### src/rtl/and2_arbiter_pkg.sv
// Shared types and helpers for the and2 round-robin arbiter.
package and2_arbiter_pkg;

   typedef enum logic [1:0] {
      IDLE  = 2'd0,
      ISSUE = 2'd1,
      WAIT  = 2'd2,
      RESP  = 2'd3
   } arb_state_e;

   // Widest requester vector the round-robin helper can search.
   localparam int unsigned MaxReq  = 32;
   localparam int unsigned MaxIdxW = 5;

   // Round-robin pick: first set bit at or above ptr, wrapping modulo num_req.
   // Returns -1 when no bit in the lower num_req positions is set.
   function automatic int rr_pick(input logic [MaxReq-1:0] valid,
                                  input int                ptr,
                                  input int                num_req);
      int pick;
      int idx;
      pick = -1;
      for (int i = 0; i < MaxReq; i++) begin
         if (i < num_req) begin
            idx = ptr + i;
            if (idx >= num_req) begin
               idx = idx - num_req;
            end
            if (pick < 0 && valid[idx[MaxIdxW-1:0]]) begin
               pick = idx;
            end
         end
      end
      return pick;
   endfunction

endpackage

### src/rtl/and2_arbiter_rr_arbiter.sv
// Combinational round-robin grant selection for the and2 arbiter.
module rr_arbiter
   import and2_arbiter_pkg::*;
#(
   parameter  int unsigned NumReq = 4,
   localparam int unsigned IdxW   = $clog2(NumReq)
) (
   input  logic [NumReq-1:0] valid_i,
   input  logic [IdxW-1:0]   ptr_i,
   output logic [NumReq-1:0] grant_o,
   output logic [IdxW-1:0]   idx_o,
   output logic              found_o
);

   logic [MaxReq-1:0] valid_ext;
   int                pick;

   // Search upward from ptr for the first active requester and encode it.
   always_comb begin
      valid_ext               = '0;
      valid_ext[NumReq-1:0]   = valid_i;
      pick                    = rr_pick(valid_ext, int'(ptr_i), int'(NumReq));
      grant_o                 = '0;
      idx_o                   = '0;
      found_o                 = 1'b0;
      if (pick >= 0) begin
         found_o        = 1'b1;
         idx_o          = IdxW'(pick);
         grant_o[idx_o] = 1'b1;
      end
   end

endmodule

### src/rtl/and2_arbiter.sv
// Round-robin arbiter/sequencer sharing one and2 unit between NumReq clients.
module and2_arbiter
   import and2_arbiter_pkg::*;
#(
   parameter int unsigned Width   = 32,
   parameter int unsigned NumReq  = 4,
   parameter int unsigned Timeout = 15
) (
   input  logic                    clk,
   input  logic                    rst_ni,
   input  logic [NumReq-1:0]       req_valid_i,
   output logic [NumReq-1:0]       req_ready_o,
   input  logic [NumReq*Width-1:0] req_in0_i,
   input  logic [NumReq*Width-1:0] req_in1_i,
   output logic [NumReq-1:0]       rsp_valid_o,
   input  logic [NumReq-1:0]       rsp_ready_i,
   output logic [Width-1:0]        rsp_data_o,
   output logic                    rsp_err_o,
   output logic                    unit_start_o,
   output logic [Width-1:0]        unit_in0_o,
   output logic [Width-1:0]        unit_in1_o,
   input  logic [Width-1:0]        unit_out_i,
   input  logic                    unit_ready_i,
   output logic                    busy_o
);

   localparam int unsigned IdxW = $clog2(NumReq);
   localparam int unsigned TmrW = $clog2(Timeout);
   localparam logic [TmrW-1:0] TmrLast = TmrW'(Timeout - 1);
   localparam logic [IdxW-1:0] IdxLast = IdxW'(NumReq - 1);

   arb_state_e        state_q, state_d;
   logic [IdxW-1:0]   ptr_q;
   logic [IdxW-1:0]   gnt_q;
   logic [TmrW-1:0]   tmr_q;
   logic [Width-1:0]  op0_q, op1_q;
   logic [Width-1:0]  rsp_data_q;
   logic              err_q;

   logic [NumReq-1:0] arb_grant;
   logic [IdxW-1:0]   arb_idx;
   logic              arb_found;
   logic [Width-1:0]  sel_in0, sel_in1;

   rr_arbiter #(
      .NumReq (NumReq)
   ) u_rr_arbiter (
      .valid_i (req_valid_i),
      .ptr_i   (ptr_q),
      .grant_o (arb_grant),
      .idx_o   (arb_idx),
      .found_o (arb_found)
   );

   // Pick the operand slices belonging to the requester the arbiter selected.
   always_comb begin
      sel_in0 = '0;
      sel_in1 = '0;
      for (int k = 0; k < NumReq; k++) begin
         if (arb_idx == IdxW'(k)) begin
            sel_in0 = req_in0_i[k*Width +: Width];
            sel_in1 = req_in1_i[k*Width +: Width];
         end
      end
   end

   // Next-state and handshake outputs; accepts are masked while reset is held
   // so every output reads zero during reset.
   always_comb begin
      state_d      = state_q;
      req_ready_o  = '0;
      rsp_valid_o  = '0;
      unit_start_o = 1'b0;
      case (state_q)
         IDLE: begin
            if (arb_found && rst_ni) begin
               req_ready_o = arb_grant;
               state_d     = ISSUE;
            end
         end
         ISSUE: begin
            unit_start_o = 1'b1;
            state_d      = WAIT;
         end
         WAIT: begin
            if (unit_ready_i || (tmr_q == TmrLast)) begin
               state_d = RESP;
            end
         end
         RESP: begin
            rsp_valid_o[gnt_q] = 1'b1;
            if (rsp_ready_i[gnt_q]) begin
               state_d = IDLE;
            end
         end
         default: state_d = IDLE;
      endcase
   end

   // State register.
   always_ff @(posedge clk or negedge rst_ni) begin
      if (!rst_ni) begin
         state_q <= IDLE;
      end else begin
         state_q <= state_d;
      end
   end

   // Datapath: capture the accepted request, run the watchdog, latch the result.
   always_ff @(posedge clk or negedge rst_ni) begin
      if (!rst_ni) begin
         ptr_q      <= '0;
         gnt_q      <= '0;
         tmr_q      <= '0;
         op0_q      <= '0;
         op1_q      <= '0;
         rsp_data_q <= '0;
         err_q      <= 1'b0;
      end else begin
         case (state_q)
            IDLE: begin
               if (arb_found) begin
                  op0_q <= sel_in0;
                  op1_q <= sel_in1;
                  gnt_q <= arb_idx;
                  ptr_q <= (arb_idx == IdxLast) ? '0 : arb_idx + 1'b1;
               end
            end
            ISSUE: begin
               tmr_q <= '0;
            end
            WAIT: begin
               if (unit_ready_i) begin
                  rsp_data_q <= unit_out_i;
                  err_q      <= 1'b0;
               end else if (tmr_q == TmrLast) begin
                  rsp_data_q <= '0;
                  err_q      <= 1'b1;
               end else begin
                  tmr_q <= tmr_q + 1'b1;
               end
            end
            default: ;
         endcase
      end
   end

   assign rsp_data_o = rsp_data_q;
   assign rsp_err_o  = err_q;
   assign unit_in0_o = op0_q;
   assign unit_in1_o = op1_q;
   assign busy_o     = (state_q != IDLE);

endmodule

### config.mk
export PLATFORM = sky130hd
export DESIGN_NAME = and2_arbiter
export DESIGN_NICKNAME = d
export VERILOG_FILES = /design/src/rtl/and2_arbiter_pkg.sv /design/src/rtl/and2_arbiter_rr_arbiter.sv /design/src/rtl/and2_arbiter.sv
export SDC_FILE = /design/constraint.sdc
export NUM_CORES = 1
export LEC_CHECK = 0
export CORE_AREA = 2 2 159 161
export CTS_CLUSTER_DIAMETER = 150
export DETAILED_ROUTE_END_ITERATION = 8
export DIE_AREA = 0 0 161 163
export GPL_ROUTABILITY_DRIVEN = 0
export SLEW_MARGIN = 20
export SYNTH_ARGS = -nofsm -noshare
export SYNTH_HDL_FRONTEND = slang
export SYNTH_SLANG_ARGS = --single-unit
### constraint.sdc
create_clock -name clk -period 9.9 [get_ports clk]
set_input_delay 1.98 -clock clk [delete_from_list [all_inputs] [get_ports clk]]
set_output_delay 1.98 -clock clk [all_outputs]
set_load 0.01 [all_outputs]
==> metrics.md, run 1 <==
| Metric | Value |
|---|---|
| Worst-Skew Late Latency | 0.35 ns |
| Worst EP required | 7.92 ns |
| Hold slack | 0.508 ns |
| Clock transition at path regs | 0.07 ns |
| Crit path time final | 6.52 ns |
| Crit-path max cell delay | 0.55 ns |
| Clock Skew | 0.0117 ns |
| Vias in the first global route | 6439 |
| Yosys warns | 0 |
| Worst flop-to-flop path endpoint | unit_in0_o[26] |
| Pleak | 4.38 nW |
| Finished layout cell area | 0.0112 mm² |
| Ranking of synthesized cells by area | dfrtp_1 (41%), mux2_2 (8.6%), a221oi_1 (8.4%) |
| Rel. slew slack | 42.5% |
| Crit path cell chain | clkdlybuf4s50_1 -> mux2_4 -> and3_1 -> a311oi_1 -> a2bb2oi_1 -> nor3_1 -> clkdlybuf4s50_1 |
| Peak supply drop | 288 µV |
| Total GRT Usage | 18.8% |
| Dpl hpwl | 19400 µm |
| First-pass GRT wire length | 38100 µm |
| Worst min-delay path class | flip-flop to flip-flop |
| Syn avg cell area | 10.3 µm² |
| Crit path DAT | 4.54 ns |
| Layout net count | 1316 |
| Fin. max-slew vios | 0 |
| Final setup margin | 3.38 ns |
| Root Buffer Master | clkbuf_16 |
| Post-synth top area cell | dfrtp_1 |
| FP Rows | 58 |
| Fmax | 153 MHz |
| Number of port buffers | 405 |
| Cell Count, Final, Fillers Out | 1337 |
| Period utilization | 65.8% |
| Die Height | 163 µm |
| Sink Count | 107 |
| Post-synthesis cell type count | 42 |
| Largest net degree at the start of global routing | 71 |
| Dpl cells | 1321 |
| Reg2reg path depth | 12 |
| Drc violations | 0 |
| Part of the Yosys area used for sequential elements | 40.8% |
| Area Overhead vs Synth | 70.1% |
| Chip Width | 161 µm |
| Die area | 0.0262 mm² |
| Core area | 0.0247 mm² |
| Vias | 6525 |
| Max_cap viols | 0 |
| # setup viols final | 0 |
| Syn Nets | 951 |
| Top cell type's share of synthesized area | 40.8% |
| Total wire length | 25700 µm |
| Status | completed |
| Critical-path maximum fanout | 7 |
| Layout cells sized above 1 | 10.2% |
| First DRT Iteration DRCs | 271 |
| Initial antenna violation count | 1 |
| Hold path depth | 1 |
| Critical path class | input pin to output pin |
| Num CTS Buffers | 9 |
| CP Capture Type | output pin |
| Layout fillers | 2454 |
| Vias/cell | 4.88 |
| Cells after synthesis | 637 |
| PD cells | 382 mW/mm² |
| Post-place instance area | 0.0109 mm² |
| Setup TNS | 0 ns |
| # IOs | 406 |
| Slew @ Worst Pin | 0.861 ns |
| Slowest CP cell | a2bb2oi_1 |
| Starting density of the core | 26.6% |
| Mapped cell area | 0.00657 mm² |
| Crit path launch type | input pin |
| RSZ-0062 raised after global routing | false |
| GRT overflow | 0 |
| Hold Vio Cnt, Final | 0 |
| N_diodes | 0 |
| H-tree lvl count | 3 |
| Post-DR wirelength/cell | 19.2 µm |
| Post-CTS Hold Buffers | 0 |
| Crit-path most repeated cell | clkdlybuf4s50_1 |
| Hold path endpoint | unit_in0_o[29] |
| CTS tree | built |
| Post-cts resize count | 0 |
| Worst r2r src | ptr_q[0] |
| Min-delay src | unit_in0_o[29] |
| 1st-pass router iterations | 4 |
| Post-CTS Setup Repair Bufs | 0 |
| Place WS | 3.39 ns |
| CTS Buffer Depth | 2 |
| Post-synthesis register bit count | 107 |
| Antenna Nets Post-Route | 0 |
| Seq. cell area | 0.00268 mm² |
| Multi-input gate area | 0.00360 mm² |
| Reg2Reg Setup Slack | 4.99 ns |
-- cells in the final DEF, fill, tap and decap left out, types with 7 or more instances in the layout --
cell               n
clkdlybuf4s50_1  404
dfrtp_1          107
nand2_1           74
nor2b_1           66
o31ai_1           65
a221oi_1          63
mux2_2            50
a22o_1            33
mux2_4            19
ha_1              12
inv_1             11
buf_4             10
a21oi_1            9
clkbuf_16          9
nand3_1            8
nor3_1             7
-- Yosys cell counts, drive strengths merged --
cell type and count:
a311oi 1, o32ai 1, o31ai 65, o2111a 1
xor2 1, nor3b 3, nand2 74, nor3 7
nand2b 4, mux4 1, ha 15, dfrtp 107
a221oi 63, o32a 1, nand3b 1, and3 4
a21o 3, a21oi 10, o21ai 5, a211oi 1
or3 2, nor2 5, buf 13, a41oi 1
clkbuf 47, a22o 33, a31oi 2, a22oi 1
mux2 69, nand3 8, inv 11, mux2i 5
a221o 1, nor2b 67, a2bb2oi 3, and2 1
-- how the worst max path moves through the flow --
stage | start | to | slack (ns) | depth (start not counted)
2_1_floorplan | req_valid_i[3] | req_ready_o[0] | 4.59 | 5
3_3_place_gp | req_valid_i[2] | req_ready_o[3] | 3.40 | 7
3_5_place_dp | req_valid_i[2] | req_ready_o[3] | 3.39 | 7
4_1_cts | req_valid_i[2] | req_ready_o[3] | 3.38 | 7
5_1_grt | req_valid_i[2] | req_ready_o[3] | 3.24 | 7
6_report | req_valid_i[2] | req_ready_o[3] | 3.38 | 7
-- per-layer routing --
layer / wire (µm) / global-route usage, %
met1: 10200 / 22.6
met2: 13000 / 33.2
met3: 2270 / 6.44
met4: 193 / 2.88
met5: 11 / 0
-- power by group --
| part | switching, mW | internal [mW] |
|---|---|---|
| Combinational | 1.57 | 1.52 |
| Clock | 0.174 | 0.206 |
| Sequential | 0.131 | 0.659 |
| Total | 1.88 | 2.38 |
-- state kept, by name (all words and copies together), names as in the netlist --
name / flops
unit_in0_o: 32
tmr_q: 4
gnt_q: 2
state_q: 2
rsp_data_o: 32
ptr_q: 2
unit_in1_o: 32
rsp_err_o: 1
-- worst max-delay path, delay by kind of cell --
family,cells,cell delay (ns)
buf+inv,2,1.03
compound gates,2,0.88
simple gates,2,0.33
mux,1,0.32
-- metrics by stage --
| stage | power, mW | util (%) |
|---|---|---|
| 2_1_floorplan | 2.85 | - |
| 3_3_place_gp | 3.93 | 44.0 |
| 3_5_place_dp | 3.94 | 44.0 |
| 4_1_cts | 4.34 | 45.3 |
| 5_1_grt | 4.63 | 45.3 |
| 6_report | 4.26 | 45.3 |
-- kinds of logic (layout without fill, tap and decap cells) --
family,after synthesis,count (layout),synth area share [%]
muxes,75,75,14.0
and+or+nand+nor,176,176,13.6
xor gates and xnor gates,1,1,0.133
DFF,107,107,40.8
buffers and inverters,71,441,4.84
AOI/OAI and AO/OA,192,192,23.8
adders and majority gates,15,15,2.86
-- final cells by class --
cell class                 count  area share (%)
clock buffer                  10            2.14
timing repair buffer         414            36.9
tap                          330            3.70
inverter                      11           0.370
multi-input combinational    459            32.3
sequential                   107            24.0
clock inverter                 6           0.639
(Power assumes the default switching activity.)
==> run 2, diff against run 1 <==
- CORE_AREA: 2 2 159 161 -> 2 2 160 162
- DIE_AREA: 0 0 161 163 -> 0 0 162 164
- clock period: 9.9 -> 5.5 ns (I/O delays scaled with it)
==> run 2 against run 1 <==
Count of clock-buffer cells in the layout did not move. Sequential share of layout area fell by 0.11 points. Global-route usage rose by 0.46 points. Combinational power rose by 83%. Sequential power increased by 81%. Setup slack got worse by 2.6 ns. Core utilization decreased by 0.053 points. Via count is 1.3% higher. Final cell count rose by 0.37%. Register-to-register slack worse by 3.9 ns. Non-clock buffer count rose by 4. Highest routed layer unchanged.
==> metrics.md, run 2 (synthesis results as in run 1) <==
| Metric | Value |
|---|---|
| Cell family with most CP delay | buffers and inverters |
| Drc violations | 0 (unchanged) |
| WP buf/inv | 2 (unchanged) |
| Slowest CP cell | clkdlybuf4s50_1 |
| Largest net degree at the start of global routing | 66 (-7.0%) |
| GRT overflow | 0 (unchanged) |
| Vias in the first global route | 6509 (+1.1%) |
| Status | completed |
| Vias/cell | 4.93 (+0.96%) |
| Hold path depth | 1 (unchanged) |
| Crit-path max cell delay | 0.57 ns (+0.02 ns) |
| Initial antenna violation count | 1 (unchanged) |
| Total wire length | 26500 µm (+3.4%) |
| First DRT Iteration DRCs | 314 (+16%) |
| Sequential Power Share | 18.6% (about the same) |
| Setup TNS | 0 ns (unchanged) |
| Num CTS Buffers | 9 (unchanged) |
| Worst min-delay path class | flip-flop to flip-flop |
| Total GRT Usage | 19.3% (+0.46 points) |
| Fin. max-slew vios | 0 (unchanged) |
| Antenna Nets Post-Route | 0 (unchanged) |
| Crit path launch type | input pin |
| Dpl hpwl | 20400 µm (+5.3%) |
| Area Overhead vs Synth | 70.9% |
| Chip Width | 162 µm (+0.62%) |
| Crit-path most repeated cell | clkdlybuf4s50_1 |
| Sink Count | 107 (unchanged) |
| Hold path endpoint | rsp_data_o[12] |
| Root Buffer Master | clkbuf_16 |
| Worst flop-to-flop path endpoint | unit_in0_o[30] |
| Fmax | 213 MHz |
| Most frequent cells in the layout | clkdlybuf4s50_1 (404), dfrtp_1 (107), nand2_1 (74) |
| Seq. cell area | 0.00268 mm² (unchanged) |
| Starting density of the core | 26.5% (-0.16 points) |
| Worst-Skew Late Latency | 0.35 ns (about the same) |
| Core area | 0.0248 mm² (+0.59%) |
| H-tree lvl count | 3 (unchanged) |
| Max_cap viols | 0 (unchanged) |
| Critical-path maximum fanout | 7 (unchanged) |
| Period utilization | 85.3% |
| Switching share of power | 43.4% (-0.62 points) |
| Layout net count | 1320 (+0.30%) |
| Rel. slew slack | 43.6% (+1.1 points) |
| Layout fillers | 2404 (-2.0%) |
| Combinational Power Share | 73.3% (+0.7 points) |
| Post-CTS Hold Buffers | 0 (unchanged) |
| Pleak | 4.40 nW (+0.43%) |
| Number of port buffers | 405 (unchanged) |
| Crit path time final | 4.69 ns |
| Slew @ Worst Pin | 0.846 ns (-0.0154 ns) |
| Clock Skew | 0.0104 ns (-0.00131 ns) |
| RSZ-0062 raised after global routing | false |
| # setup viols final | 0 (unchanged) |
| Die Height | 164 µm (+0.61%) |
| Layout cells sized above 1 | 10.6% (+0.36 points) |
| Worst r2r src | ptr_q[0] |
| Vias | 6612 (+1.3%) |
| FP Rows | 58 (unchanged) |
| Post-CTS Setup Repair Bufs | 0 (unchanged) |
| Internal power | 4.37 mW (+83%) |
| First-pass GRT wire length | 39100 µm (+2.7%) |
| Critical path class | input pin to output pin |
| Reg2Reg Setup Slack | 1.06 ns (-3.93 ns) |
| Multi-input gate area | 0.00361 mm² (about the same) |
| CP Capture Type | output pin |
| Crit path DAT | 3.59 ns (-0.95 ns) |
| 1st-pass router iterations | 4 (unchanged) |
| Clock transition at path regs | 0.07 ns (about the same) |
| Pwr Total | 7.73 mW (+81%) |
| Post-cts resize count | 0 (unchanged) |
| Reg2reg path depth | 14 (+2) |
| CTS Buffer Depth | 2 (unchanged) |
| Min-delay src | rsp_data_o[12] |
| # IOs | 406 (unchanged) |
| Post-DR wirelength/cell | 19.8 µm (+3.0%) |
| PD cells | 689 mW/mm² (+80%) |
| Clock Power Share | 8.2% (-0.7 points) |
| Crit path cell chain | clkdlybuf4s50_1 -> mux2_2 -> a22oi_2 -> o2111a_4 -> a22o_1 -> nor3b_1 -> clkdlybuf4s50_1 |
| Hold Vio Cnt, Final | 0 (unchanged) |
| Commonest non-fill, non-tap cell in the layout | clkdlybuf4s50_1 |
| Peak supply drop | 409 µV (+42%) |
| Worst EP required | 4.40 ns (-3.52 ns) |
| CTS tree | built |
| NetSw | 3.36 mW (+79%) |
| Die area | 0.0266 mm² (+1.2%) |
[run 2: cell count changes in the layout (fill, tap and decap cells not counted)]
cell       previous run  this run
and2_1                1         0
diode_2               0         1
clkinv_4              1         2
bufinv_16             1         0
and2_2                0         1
buf_12                0         4
clkbuf_1              0         1
clkbuf_8              1         0
[run 2: worst max path at each step]
| stage | end | depth (start not counted) | start |
|---|---|---|---|
| 2_1_floorplan | unit_in0_o[10] | 12 | req_valid_i[3] |
| 3_3_place_gp | unit_in0_o[30] | 13 | req_valid_i[2] |
| 3_5_place_dp | unit_in0_o[30] | 13 | req_valid_i[2] |
| 4_1_cts | req_ready_o[1] | 7 | req_valid_i[2] |
| 5_1_grt | req_ready_o[0] | 7 | req_valid_i[2] |
| 6_report | req_ready_o[1] | 7 | req_valid_i[2] |
[run 2: metrics by stage]
| step | instance area [µm²] | hold WS (ns) | utilization, % | worst slack (ns) | cells |
|---|---|---|---|---|---|
| 3_3_place_gp | 10900 | 0.487 | 44.1 | 0.613 | 1325 |
| 4_1_cts | 11200 | 0.511 | 45.2 | 0.786 | 1341 |
| 2_1_floorplan | 6570 | 0.507 | - | 1.80 | 637 |
| 6_report | 11200 | 0.506 | 45.2 | 0.806 | 1342 |
| 3_5_place_dp | 10900 | 0.491 | 44.1 | 0.553 | 1325 |
| 5_1_grt | 11200 | 0.521 | 45.2 | 0.656 | 1341 |
[run 2: cell type report]
type | instances | area share, %
clock buffer | 10 | 2.04
tap | 330 | 3.68
clock inverter | 6 | 0.446
antenna | 1 | 0.0223
multi-input combinational | 459 | 32.1
sequential | 107 | 23.9
timing repair buffer | 418 | 37.4
inverter | 11 | 0.368
[run 2: power by group through the flow]
stage	registers (mW)	logic, mW	clock network, mW
floorplan	1.55	3.57	0
global placement	1.44	5.67	0
detailed placement	1.45	5.73	0
CTS	1.44	5.74	0.661
global route	1.49	6.21	0.691
finish	1.43	5.66	0.633
[run 2: layer usage]
layer,vias to the layer above,track usage [%],wire length [µm]
li1,3150,-,-
met1,3123,23.3,10800
met2,311,33.6,13100
met3,26,5.40,2220
met4,2,5.39,486
met5,-,0,13
[run 2: worst reg2reg max path: cells and delay by family, from the launching register on]
kind	cells	cell delay, ns
buffers and inverters	4	1.05
adders and majority gates	2	1.09
DFF	1	0.70
and+or+nand+nor	2	0.65
muxes	1	0.27
AOI/OAI and AO/OA	5	0.56
